`config.mk`:
```
export PLATFORM = sky130hd
export DESIGN_NAME = rgb_stream_stats
export DESIGN_NICKNAME = d
export VERILOG_FILES = /design/src/rtl/isp_pkg.sv /design/src/rtl/sat_acc.sv /design/src/rtl/rgb_stream_stats.sv
export SDC_FILE = /design/constraint.sdc
export NUM_CORES = 1
export LEC_CHECK = 0
export CORE_ASPECT_RATIO = 0.7
export CORE_MARGIN = 5
export CORE_UTILIZATION = 55
export DETAILED_ROUTE_END_ITERATION = 10
export GPL_TIMING_DRIVEN = 0
export PLACE_DENSITY = 0.77
export SKIP_CTS_REPAIR_TIMING = 1
export SYNTH_ARGS = -nofsm -noshare
export SYNTH_HDL_FRONTEND = slang
export SYNTH_HIERARCHICAL = 1
export SYNTH_SLANG_ARGS = --single-unit
```
`constraint.sdc`:
```
create_clock -name clk -period 4.3 [get_ports clk]
set_input_delay 1.075 -clock clk [delete_from_list [all_inputs] [get_ports clk]]
set_output_delay 1.075 -clock clk [all_outputs]
set_load 0.02 [all_outputs]
```
`src/rtl/isp_pkg.sv`:
```
// Shared ISP stream definitions: colour codes, monitor error bits and
// the colour-expectation FSM encoding.
package isp_pkg;

  typedef enum logic [1:0] {
    RED   = 2'd0,
    GREEN = 2'd1,
    BLUE  = 2'd2,
    VOID  = 2'd3
  } color_e;

  localparam int ERR_ORDER    = 0;
  localparam int ERR_VOID     = 1;
  localparam int ERR_LAST_COL = 2;
  localparam int ERR_LAST_PIC = 3;
  localparam int ERR_OVERFLOW = 4;
  localparam int ERR_W        = 5;

  typedef enum logic [1:0] {
    EXP_R = 2'd0,
    EXP_G = 2'd1,
    EXP_B = 2'd2
  } exp_state_e;

  function automatic color_e exp_color(exp_state_e s);
    case (s)
      EXP_G:   return GREEN;
      EXP_B:   return BLUE;
      default: return RED;
    endcase
  endfunction

endpackage

```
`src/rtl/sat_acc.sv`:
```
// Saturating accumulator with synchronous clear. Exposes the post-add value
// so the owner can capture a final sum in the same cycle it clears.
module sat_acc #(
  parameter int W    = 14,
  parameter int IN_W = 8
) (
  input  logic            clk,
  input  logic            rst,
  input  logic            clr,
  input  logic            add,
  input  logic [IN_W-1:0] val,
  output logic [W-1:0]    sum_nxt
);

  logic [W-1:0] sum;
  logic [W:0]   raw;

  always_comb begin
    raw     = {1'b0, sum} + {{(W + 1 - IN_W){1'b0}}, val};
    sum_nxt = sum;
    if (add) sum_nxt = raw[W] ? '1 : raw[W-1:0];
  end

  always_ff @(posedge clk) begin
    if (rst || clr) sum <= '0;
    else            sum <= sum_nxt;
  end

endmodule

```
`src/rtl/rgb_stream_stats.sv`:
```
// In-line RGB stream monitor: 1-cycle pass-through, beat order and framing
// checks, and per-picture saturating channel sums for gray-world gains.
module rgb_stream_stats
  import isp_pkg::*;
#(
  parameter int  COLOR_DEPTH    = 8,
  parameter int  PIXELS_PER_COL = 16,
  parameter int  COLS_PER_PIC   = 2,
  parameter int  STRICT_ORDER   = 1,
  localparam int PIX_PER_PIC    = PIXELS_PER_COL * COLS_PER_PIC,
  localparam int CNT_W          = $clog2(PIX_PER_PIC + 1),
  localparam int SUM_W          = COLOR_DEPTH + CNT_W
) (
  input  logic                   clk,
  input  logic                   rst,
  input  logic [COLOR_DEPTH-1:0] pixel_in,
  input  logic                   valid_in,
  input  logic [1:0]             color_in,
  input  logic                   last_col_in,
  input  logic                   last_pic_in,
  input  logic                   err_clr,
  output logic [COLOR_DEPTH-1:0] pixel_out,
  output logic                   valid_out,
  output logic [1:0]             color_out,
  output logic                   last_col_out,
  output logic                   last_pic_out,
  output logic [ERR_W-1:0]       err,
  output logic                   stats_valid,
  output logic [SUM_W-1:0]       sum_r,
  output logic [SUM_W-1:0]       sum_g,
  output logic [SUM_W-1:0]       sum_b,
  output logic [CNT_W-1:0]       pix_count
);

  localparam logic [CNT_W-1:0] IDX_MAX = CNT_W'(PIX_PER_PIC);

  color_e                  color;
  exp_state_e              state, state_nxt;
  logic [CNT_W-1:0]        idx, idx_nxt, cnt_sat;
  logic [ERR_W-1:0]        err_new;
  logic [2:0]              add;
  logic [2:0][SUM_W-1:0]   acc_nxt;
  logic                    pic_end, col_end, pic_last;

  assign color    = color_e'(color_in);
  assign col_end  = (int'(idx) % PIXELS_PER_COL) == PIXELS_PER_COL - 1;
  assign pic_last = idx == CNT_W'(PIX_PER_PIC - 1);
  assign cnt_sat  = (idx == IDX_MAX) ? IDX_MAX : idx + CNT_W'(1);

  always_ff @(posedge clk) begin
    if (rst) state <= EXP_R;
    else     state <= state_nxt;
  end

  // Any non-VOID colour re-anchors the expectation, so one bad beat
  // produces one ORDER flag rather than a cascade.
  always_comb begin
    state_nxt = state;
    idx_nxt   = idx;
    err_new   = '0;
    add       = '0;
    pic_end   = 1'b0;
    if (valid_in) begin
      if (color == VOID)
        err_new[ERR_VOID] = 1'b1;
      else if (STRICT_ORDER != 0 && color != exp_color(state))
        err_new[ERR_ORDER] = 1'b1;
      case (color)
        RED:     begin add[0] = 1'b1; state_nxt = EXP_G; end
        GREEN:   begin add[1] = 1'b1; state_nxt = EXP_B; end
        BLUE:    begin add[2] = 1'b1; state_nxt = EXP_R; end
        default: ;
      endcase
      if (color == BLUE) begin
        err_new[ERR_LAST_COL] = last_col_in != col_end;
        err_new[ERR_LAST_PIC] = last_pic_in != pic_last;
        if (idx == IDX_MAX) err_new[ERR_OVERFLOW] = 1'b1;
        else                idx_nxt = idx + CNT_W'(1);
        if (last_pic_in) begin
          pic_end   = 1'b1;
          idx_nxt   = '0;
          state_nxt = EXP_R;
        end
      end else begin
        err_new[ERR_LAST_COL] = last_col_in;
        err_new[ERR_LAST_PIC] = last_pic_in;
      end
    end
  end

  for (genvar c = 0; c < 3; c++) begin : g_acc
    sat_acc #(.W(SUM_W), .IN_W(COLOR_DEPTH)) u_acc (
      .clk     (clk),
      .rst     (rst),
      .clr     (pic_end),
      .add     (add[c]),
      .val     (pixel_in),
      .sum_nxt (acc_nxt[c])
    );
  end

  always_ff @(posedge clk) begin
    if (rst) begin
      pixel_out    <= '0;
      valid_out    <= 1'b0;
      color_out    <= '0;
      last_col_out <= 1'b0;
      last_pic_out <= 1'b0;
      err          <= '0;
      stats_valid  <= 1'b0;
      sum_r        <= '0;
      sum_g        <= '0;
      sum_b        <= '0;
      pix_count    <= '0;
      idx          <= '0;
    end else begin
      pixel_out    <= pixel_in;
      valid_out    <= valid_in;
      color_out    <= color_in;
      last_col_out <= last_col_in;
      last_pic_out <= last_pic_in;
      idx          <= idx_nxt;
      // new errors win over a simultaneous clear
      err          <= (err_clr ? '0 : err) | err_new;
      stats_valid  <= pic_end;
      if (pic_end) begin
        sum_r     <= acc_nxt[0];
        sum_g     <= acc_nxt[1];
        sum_b     <= acc_nxt[2];
        pix_count <= cnt_sat;
      end
    end
  end

endmodule

```
==> results of run 1 <==
-- worst max-delay path, delay by kind of cell --
family / cells / cell delay [ns]
AO/OA/AOI/OAI: 6 / 1.08
AND/OR/NAND/NOR: 1 / 0.07
buffers and inverters: 2 / 0.72
adder cells (fa/ha/maj): 2 / 0.72
-- layer usage --
metal,track usage (%),up-vias,share of wire (%)
li1,-,2712,-
met1,34.74,2699,46
met2,38.57,216,45
met3,6.282,20,7.5
met4,8.056,0,1.3
met5,0,-,0
-- state kept, by name, summed over array words and instances, names as in the netlist, 2 cells and up --
register and flops:
pix_count 6, idx 6, sum_b 14, sum_g 14, state 2, sum_r 14, g_acc.u_acc/sum 42, err 5
pixel_out 8, color_out 2
-- worst paths after layout --
| kind | start | slack (ns) | endpoint | cells after the start |
|---|---|---|---|---|
| max | pixel_in[0] | 0.89 | sum_r[0]$_SDFFE_PP0P_ | 11 |
| min | sum_g[11]$_SDFFE_PP0P_ | 0.45 | sum_g[11]$_SDFFE_PP0P_ | 2 |
| max reg2reg | g_acc[0].u_acc/sum[0]$_SDFF_PP0_ | 1.84 | sum_r[0]$_SDFFE_PP0P_ | 10 |
| min reg2reg | sum_g[11]$_SDFFE_PP0P_ | 0.45 | sum_g[11]$_SDFFE_PP0P_ | 2 |
-- cell families after synthesis --
family          Yosys count
xor+xnor                 20
simple gates            222
compound gates          233
flops                   117
fa+ha+maj                29
mux                      12
buf+inv                  51
-- Yosys cell counts, drive strengths merged, types with 2 or more instances --
cell type	number
o22a	21
nand2	121
and3	5
nor2	30
a211o	3
mux2	12
and2	14
xor2	9
fa	3
nand4b	3
o21ai	24
o2111a	6
o311ai	3
o31a	3
a31oi	2
o21bai	3
a211oi	8
a2111oi	9
ha	26
nor3b	5
buf	20
dfxtp	117
nand3	17
nor3	7
a32o	3
o221a	21
clkbuf	14
xnor2	11
nor2b	17
inv	17
a21oi	86
o211ai	12
o21a	6
a21o	12
o2111ai	4
-- final cells by class --
| class | count | area (um^2) |
|---|---|---|
| clock buffer | 18 | 439.2 |
| fill | 863 | 3186 |
| clock inverter | 14 | 207.7 |
| multi-input combinational | 516 | 3525 |
| tap | 153 | 191.4 |
| sequential | 117 | 2342 |
| inverter | 17 | 73.82 |
| timing repair buffer | 81 | 810.8 |
| buffer | 34 | 195.2 |
-- through the flow --
stage | worst slack (ns) | util [%] | area, um^2 | hold WS (ns)
CTS | 0.9351 | 70.96 | 7785 | 0.4538
global placement | 0.5729 | 65.07 | 7138 | 0.4433
floorplan | 1.369 | - | 6136 | 0.4577
finish | 0.8949 | 70.96 | 7785 | 0.4532
detailed placement | 0.5231 | 65.07 | 7138 | 0.4461
global route | 0.7757 | 70.96 | 7785 | 0.4731
-- power by group --
part           internal [mW]  switching [mW]  total (mW)
Sequential              1.11          0.0174        1.13
Clock                   1.04           0.510        1.55
Combinational          0.136           0.199       0.335
Total                   2.29           0.726        3.01
==> reports/metrics.csv, run 1 <==
stage;metric;value;unit
run_status;status;completed;
critical_path;worstPathMaxFanout;10;
timing;min_period;3.405;ns
timing;fin_setup_tns;0;ns
critical_path;cp_data_required_time;4.56;ns
critical_path;cp_slowest_cell;clkdlybuf4s50_1;
drt;dr.pass1.iters;6;
cts;cts_buffers;17;
synth;synth_warnings;6;
timing;finalSetupViolations;0;
global_routing;antenna_found_initial;0;
drt;post_drt_via_cell_ratio;5.944;
synth;syn_area_per_cell;8.971;um^2
synth;synth_cells;684;
drt;wirelength;16740;um
synth;synth_compound_area_share;29.14;%
timing;finClkSkew;0.005997;ns
synth;async_flop_share;0;%
cells_and_area;final_cells;950;
synth;syn-num-nets;729;
power;ir_worst_vdd;0.2950;mV
synth;synth-simple-area-share;16.97;%
placed_design;dp_cells;918;
timing;final_hold_viol_count;0;
timing;worst_pin_slew;0.8142;ns
drt;drt-initial-drc-count;438;
critical_path;critPathLaunchType;input port;
cts;cts_root_buf;clkbuf_16;
cells_and_area;antenna_cells;0;
timing;relSlewSlack;45.55;%
cells_and_area;fin_nets;829;
timing;fin_crit_sh;79.19;%
critical_path;crit_type;input port to flip-flop;
drt;antenna_left;0;
critical_path;crit_chain;clkdlybuf4s50_1 > ha_1 > fa_1 > a211oi_1 > o21bai_2 > o21ai_2 > o21ai_2 > buf_4 > o22a_1 > nand2_1 > a21oi_1;
drt;routedWlPerCell;17.63;um
floorplan;die_h;98.37;um
flow_run;cap_violations;0;
global_routing;grt_pass1_vias;5366;
synth;synthFlopType;dfxtp_1;
floorplan;die_area;13400;um^2
cts;clockBufferDepth;2;
cts;cts_tree;built;
cells_and_area;final_common_cell;nand2_1;
cts;clkLatencyLatePin;0.41;ns
power;p_per_area;386.9;nW/um^2
power;cellLeakagePower;2.948;nW
drt;dr_total_vias;5647;
synth;synth_xor_area_share;2.855;%
floorplan;rows;32;
synth;ys_ff_latch;117;
synth;synth_seq_area_share;38.17;%
critical_path;cp-end-kind;flip-flop;
critical_path;critPathArrivalTime;3.67;ns
global_routing;grt_max_degree;22;
placed_design;portBuffers;81;
global_routing;overflow;0;
synth;synthAdderAreaFrac;6.281;%
synth;synth_edf_count;0;
floorplan;die_w;136.2;um
synth;syn_area;6136;um^2
global_routing;grt_pass1_wl;26880;um
cts;clock-sinks;117;
synth;yosysTopAreaCellShare;38.17;%
cells_and_area;final_cell_mix;nand2_1 (120), dfxtp_1 (117), a21oi_1 (83), clkdlybuf4s50_1 (81), nor2_1 (30);
placed_design;gp_congestion;0.8870;
cts;clkTransAtPathRegs;0.06;ns
cells_and_area;drive_gt1_share;10.79;%
timing;drv_slew;0;
cells_and_area;area_growth;26.88;%
floorplan;ios;83;
cts;cts.htree.levels;4;
synth;muxShareOfSynthArea;2.202;%
synth;synth_area_leaders;dfxtp_1 (38%), nand2_1 (7.3%), a21oi_1 (6.8%);
timing;rsz0062_at_grt;no;
synth;ys_types;58;
floorplan;start_util;55.93;%
drt;drc;0;
synth;synth_top_family_by_area;compound AO/OA/AOI/OAI gates;
floorplan;core;10970;um^2
placed_design;place_hpwl;11800;um
timing;max_freq;0.2937;GHz
power;finalPower;3.012;mW
critical_path;slowest_delay;0.52;ns
critical_path;cpMostUsedCell;o21ai_2;
global_routing;gr-usage-all-layers;25.13;%
min_path;hp-class;flip-flop to flip-flop;
synth;synth_top_area_cell;dfxtp_1;
(Power assumes the default switching activity.)
==> run 2: changes to the inputs <==
--- a/config.mk
+++ b/config.mk
@@ -7,10 +7,10 @@
 export LEC_CHECK = 0
 export CORE_ASPECT_RATIO = 0.7
 export CORE_MARGIN = 5
-export CORE_UTILIZATION = 55
+export CORE_UTILIZATION = 50
 export DETAILED_ROUTE_END_ITERATION = 10
 export GPL_TIMING_DRIVEN = 0
-export PLACE_DENSITY = 0.77
+export PLACE_DENSITY = 0.74
 export SKIP_CTS_REPAIR_TIMING = 1
 export SYNTH_ARGS = -nofsm -noshare
 export SYNTH_HDL_FRONTEND = slang
==> constraint.sdc (replaced) <==
create_clock -name clk -period 2.8 [get_ports clk]
set_input_delay 0.7 -clock clk [delete_from_list [all_inputs] [get_ports clk]]
set_output_delay 0.7 -clock clk [all_outputs]
set_load 0.02 [all_outputs]
==> reports/metrics.csv, run 2 (synthesis results as in run 1) <==
stage;metric;value;unit;change
drt;drt-initial-drc-count;477;;was 438
cts;clockBufferDepth;2;;unchanged
placed_design;postPlaceCellArea;7143;um^2;was 7138 um^2
power;pwr-share-clk;48.9;%;was 51.4%
global_routing;use_met3;5.656;%;was 6.282%
placed_design;gp_congestion;0.8638;;was 0.8870
floorplan;die_w;142.4;um;was 136.2 um
timing;rsz0062_at_grt;yes;;was no
cells_and_area;multi_input_area;3572;um^2;was 3525 um^2
timing;final_hold_viol_count;0;;unchanged
placed_design;place_hpwl;12240;um;was 11800 um
timing;drv_slew;0;;unchanged
min_path;hold_path_end;sum_g[9]$_SDFFE_PP0P_;;was sum_g[11]$_SDFFE_PP0P_
critical_path;crit_chain;clkdlybuf4s50_1 > ha_1 > o21ai_0 > o21bai_2 > o21ai_2 > o21ai_4 > buf_4 > o22a_1 > nand2_1 > a21oi_1;;was clkdlybuf4s50_1 > ha_1 > fa_1 > a211oi_1 > o21bai_2 > o21ai_2 > o21ai_2 > buf_4 > o22a_1 > nand2_1 > a21oi_1
global_routing;met2_usage;36.79;%;was 38.57%
timing;setup_slack;0.09701;ns;was 0.8949 ns
floorplan;rows;33;;was 32
power;finalPower;4.418;mW;was 3.012 mW
cts;cts_tree;built;;unchanged
critical_path;r2r_slack;0.35;ns;was 1.84 ns
flow_run;cap_violations;0;;unchanged
drt;antenna_left;0;;unchanged
cts;cts_buffers;17;;unchanged
power;combPwrFrac;11.9;%;was 11.1%
timing;worst_pin_slew;0.7923;ns;was 0.8142 ns
power;swShare;24.91;%;was 24.12%
drt;dr_total_vias;5552;;was 5647
timing;finClkSkew;0.01035;ns;was 0.005997 ns
power;p_int;3.317;mW;was 2.285 mW
drt;routedWlPerCell;17.57;um;was 17.63 um
timing;fin_crit_sh;96.54;%;
critical_path;r2r_start;g_acc[2].u_acc/sum[0]$_SDFF_PP0_;;was g_acc[0].u_acc/sum[0]$_SDFF_PP0_
drt;post_drt_via_cell_ratio;5.801;;was 5.944
placed_design;portBuffers;81;;unchanged
critical_path;critPathArrivalTime;3.04;ns;was 3.67 ns
power;ir_worst_vdd;0.4079;mV;was 0.2950 mV
min_path;hp-class;flip-flop to flip-flop;;unchanged
min_path;holdPathStages;2;;unchanged
power;power_frac_seq;39.2;%;was 37.5%
timing;max_freq;0.3700;GHz;
timing;finalSetupViolations;0;;unchanged
cells_and_area;fill_cells;984;;was 863
cells_and_area;antenna_cells;0;;unchanged
placed_design;pre_cts_ws;-0.7468;ns;was 0.5231 ns
global_routing;grt_use_met1;32.28;%;was 34.74%
cells_and_area;fin_nets;832;;was 829
floorplan;ios;83;;unchanged
global_routing;gr-usage-all-layers;23.29;%;was 25.13%
cts;clkTransAtPathRegs;0.05;ns;was 0.06 ns
cells_and_area;regMostFlops;g_acc.u_acc/sum;;unchanged
critical_path;critPathLaunchType;input port;;unchanged
cells_and_area;finalInstanceArea;7821;um^2;was 7785 um^2
critical_path;worstPathMaxFanout;10;;unchanged
critical_path;crit_type;input port to flip-flop;;unchanged
global_routing;overflow;0;;unchanged
drt;dr.pass1.iters;5;;was 6
global_routing;antenna_found_initial;0;;unchanged
cells_and_area;seq_area;2342;um^2;unchanged
timing;relSlewSlack;47.01;%;was 45.55%
critical_path;r2r_end;sum_b[9]$_SDFFE_PP0P_;;was sum_r[0]$_SDFFE_PP0P_
cts;cts.htree.levels;4;;unchanged
global_routing;grt_pass1_wl;27030;um;was 26880 um
run_status;status;completed;;unchanged
global_routing;grt_max_degree;22;;unchanged
drt;wirelength;16810;um;was 16740 um
floorplan;die_h;102.7;um;was 98.37 um
cells_and_area;final_cell_mix;nand2_1 (120), dfxtp_1 (117), a21oi_1 (83), clkdlybuf4s50_1 (74), nor2_1 (29);;was nand2_1 (120), dfxtp_1 (117), a21oi_1 (83), clkdlybuf4s50_1 (81), nor2_1 (30)
power;p_per_area;564.9;nW/um^2;was 386.9 nW/um^2
cells_and_area;final_common_cell;nand2_1;;unchanged
critical_path;slowest_delay;0.58;ns;was 0.52 ns
critical_path;cp_slowest_cell;clkdlybuf4s50_1;;unchanged
timing;fin_setup_tns;0;ns;unchanged
floorplan;die_area;14620;um^2;was 13400 um^2
critical_path;ff2ff_path_depth;10;;unchanged
global_routing;grt_pass1_vias;5309;;was 5366
power;p_switching;1.101;mW;was 0.7263 mW
cts;cts_root_buf;clkbuf_16;;unchanged
cts;clock-sinks;117;;unchanged
timing;min_period;2.703;ns;
drt;drc;0;;unchanged
global_routing;busiest_layer;met2;;unchanged
critical_path;cp-end-kind;flip-flop;;unchanged
min_path;min_from;sum_g[9]$_SDFFE_PP0P_;;was sum_g[11]$_SDFFE_PP0P_
cells_and_area;area_growth;27.47;%;was 26.88%
cells_and_area;drive_gt1_share;12.00;%;was 10.79%
critical_path;cp_data_required_time;3.13;ns;was 4.56 ns
power;cellLeakagePower;2.997;nW;was 2.948 nW
cells_and_area;largest_reg_flops;42;;unchanged
floorplan;start_util;51.78;%;was 55.93%
cts;clkLatencyLatePin;0.41;ns;about the same
floorplan;core;11850;um^2;was 10970 um^2
[run 2: changes by cell type in the layout (fill, tap and decap cells not counted), sizes merged]
cell	before	now
clkbuf	32	38
clkinv	7	5
buf	20	22
dlymetal6s2s	0	7
bufinv	5	2
clkdlybuf4s50	81	74
[run 2: power by group through the flow]
stage | combinational (mW) | clock, mW | sequential (mW)
2_1_floorplan | 0.320 | 0 | 1.79
3_3_place_gp | 0.487 | 0 | 1.76
3_5_place_dp | 0.504 | 0 | 1.77
4_1_cts | 0.510 | 2.18 | 1.73
5_1_grt | 0.571 | 2.26 | 1.74
6_report | 0.524 | 2.16 | 1.73
[run 2: layout make-up]
class                   count  area share (%)
clock inverters             9           1.280
multi-input cells         516           45.67
clock buffers              23           6.239
well taps                 157           2.512
flip-flops and latches    117           29.95
plain buffers              34           2.528
inverters                  17          0.9438
repair buffers             84           10.88
[run 2: worst max-delay path: cells and delay by family]
| kind | cells | cell delay [ns] |
|---|---|---|
| AO/OA/AOI/OAI | 6 | 1.00 |
| buffers and inverters | 2 | 0.79 |
| adder cells (fa/ha/maj) | 1 | 0.47 |
| AND/OR/NAND/NOR | 1 | 0.06 |
[run 2: worst max path at each step]
stage                            from                    end  slack (ns)  cells after the start
after detailed placement  pixel_in[0]  sum_r[0]$_SDFFE_PP0P_       -0.75                     11
after floorplan           pixel_in[0]  sum_g[0]$_SDFFE_PP0P_        0.24                     10
after CTS                 pixel_in[0]  sum_r[0]$_SDFFE_PP0P_       -0.31                     11
final                     pixel_in[4]  sum_r[0]$_SDFFE_PP0P_         0.1                     10
after global routing      pixel_in[5]  sum_b[5]$_SDFFE_PP0P_       -0.03                     10
after global placement    pixel_in[0]  sum_b[2]$_SDFFE_PP0P_       -0.59                     11
[run 2: stage by stage]
step / hold WS, ns / cells / utilization, %
2_1_floorplan: 0.4577 / 684 / -
3_3_place_gp: 0.4428 / 922 / 60.28
3_5_place_dp: 0.4482 / 922 / 60.28
4_1_cts: 0.4552 / 954 / 65.24
5_1_grt: 0.4750 / 957 / 66.00
6_report: 0.4524 / 957 / 66.00
[run 2: per-layer routing]
metal | wire [um] | share of wire (%) | up-vias
met2 | 7439 | 44 | 171
met5 | 0 | 0 | -
met3 | 1064 | 6.3 | 16
met1 | 8147 | 48 | 2644
met4 | 163 | 0.97 | 0
li1 | - | - | 2721
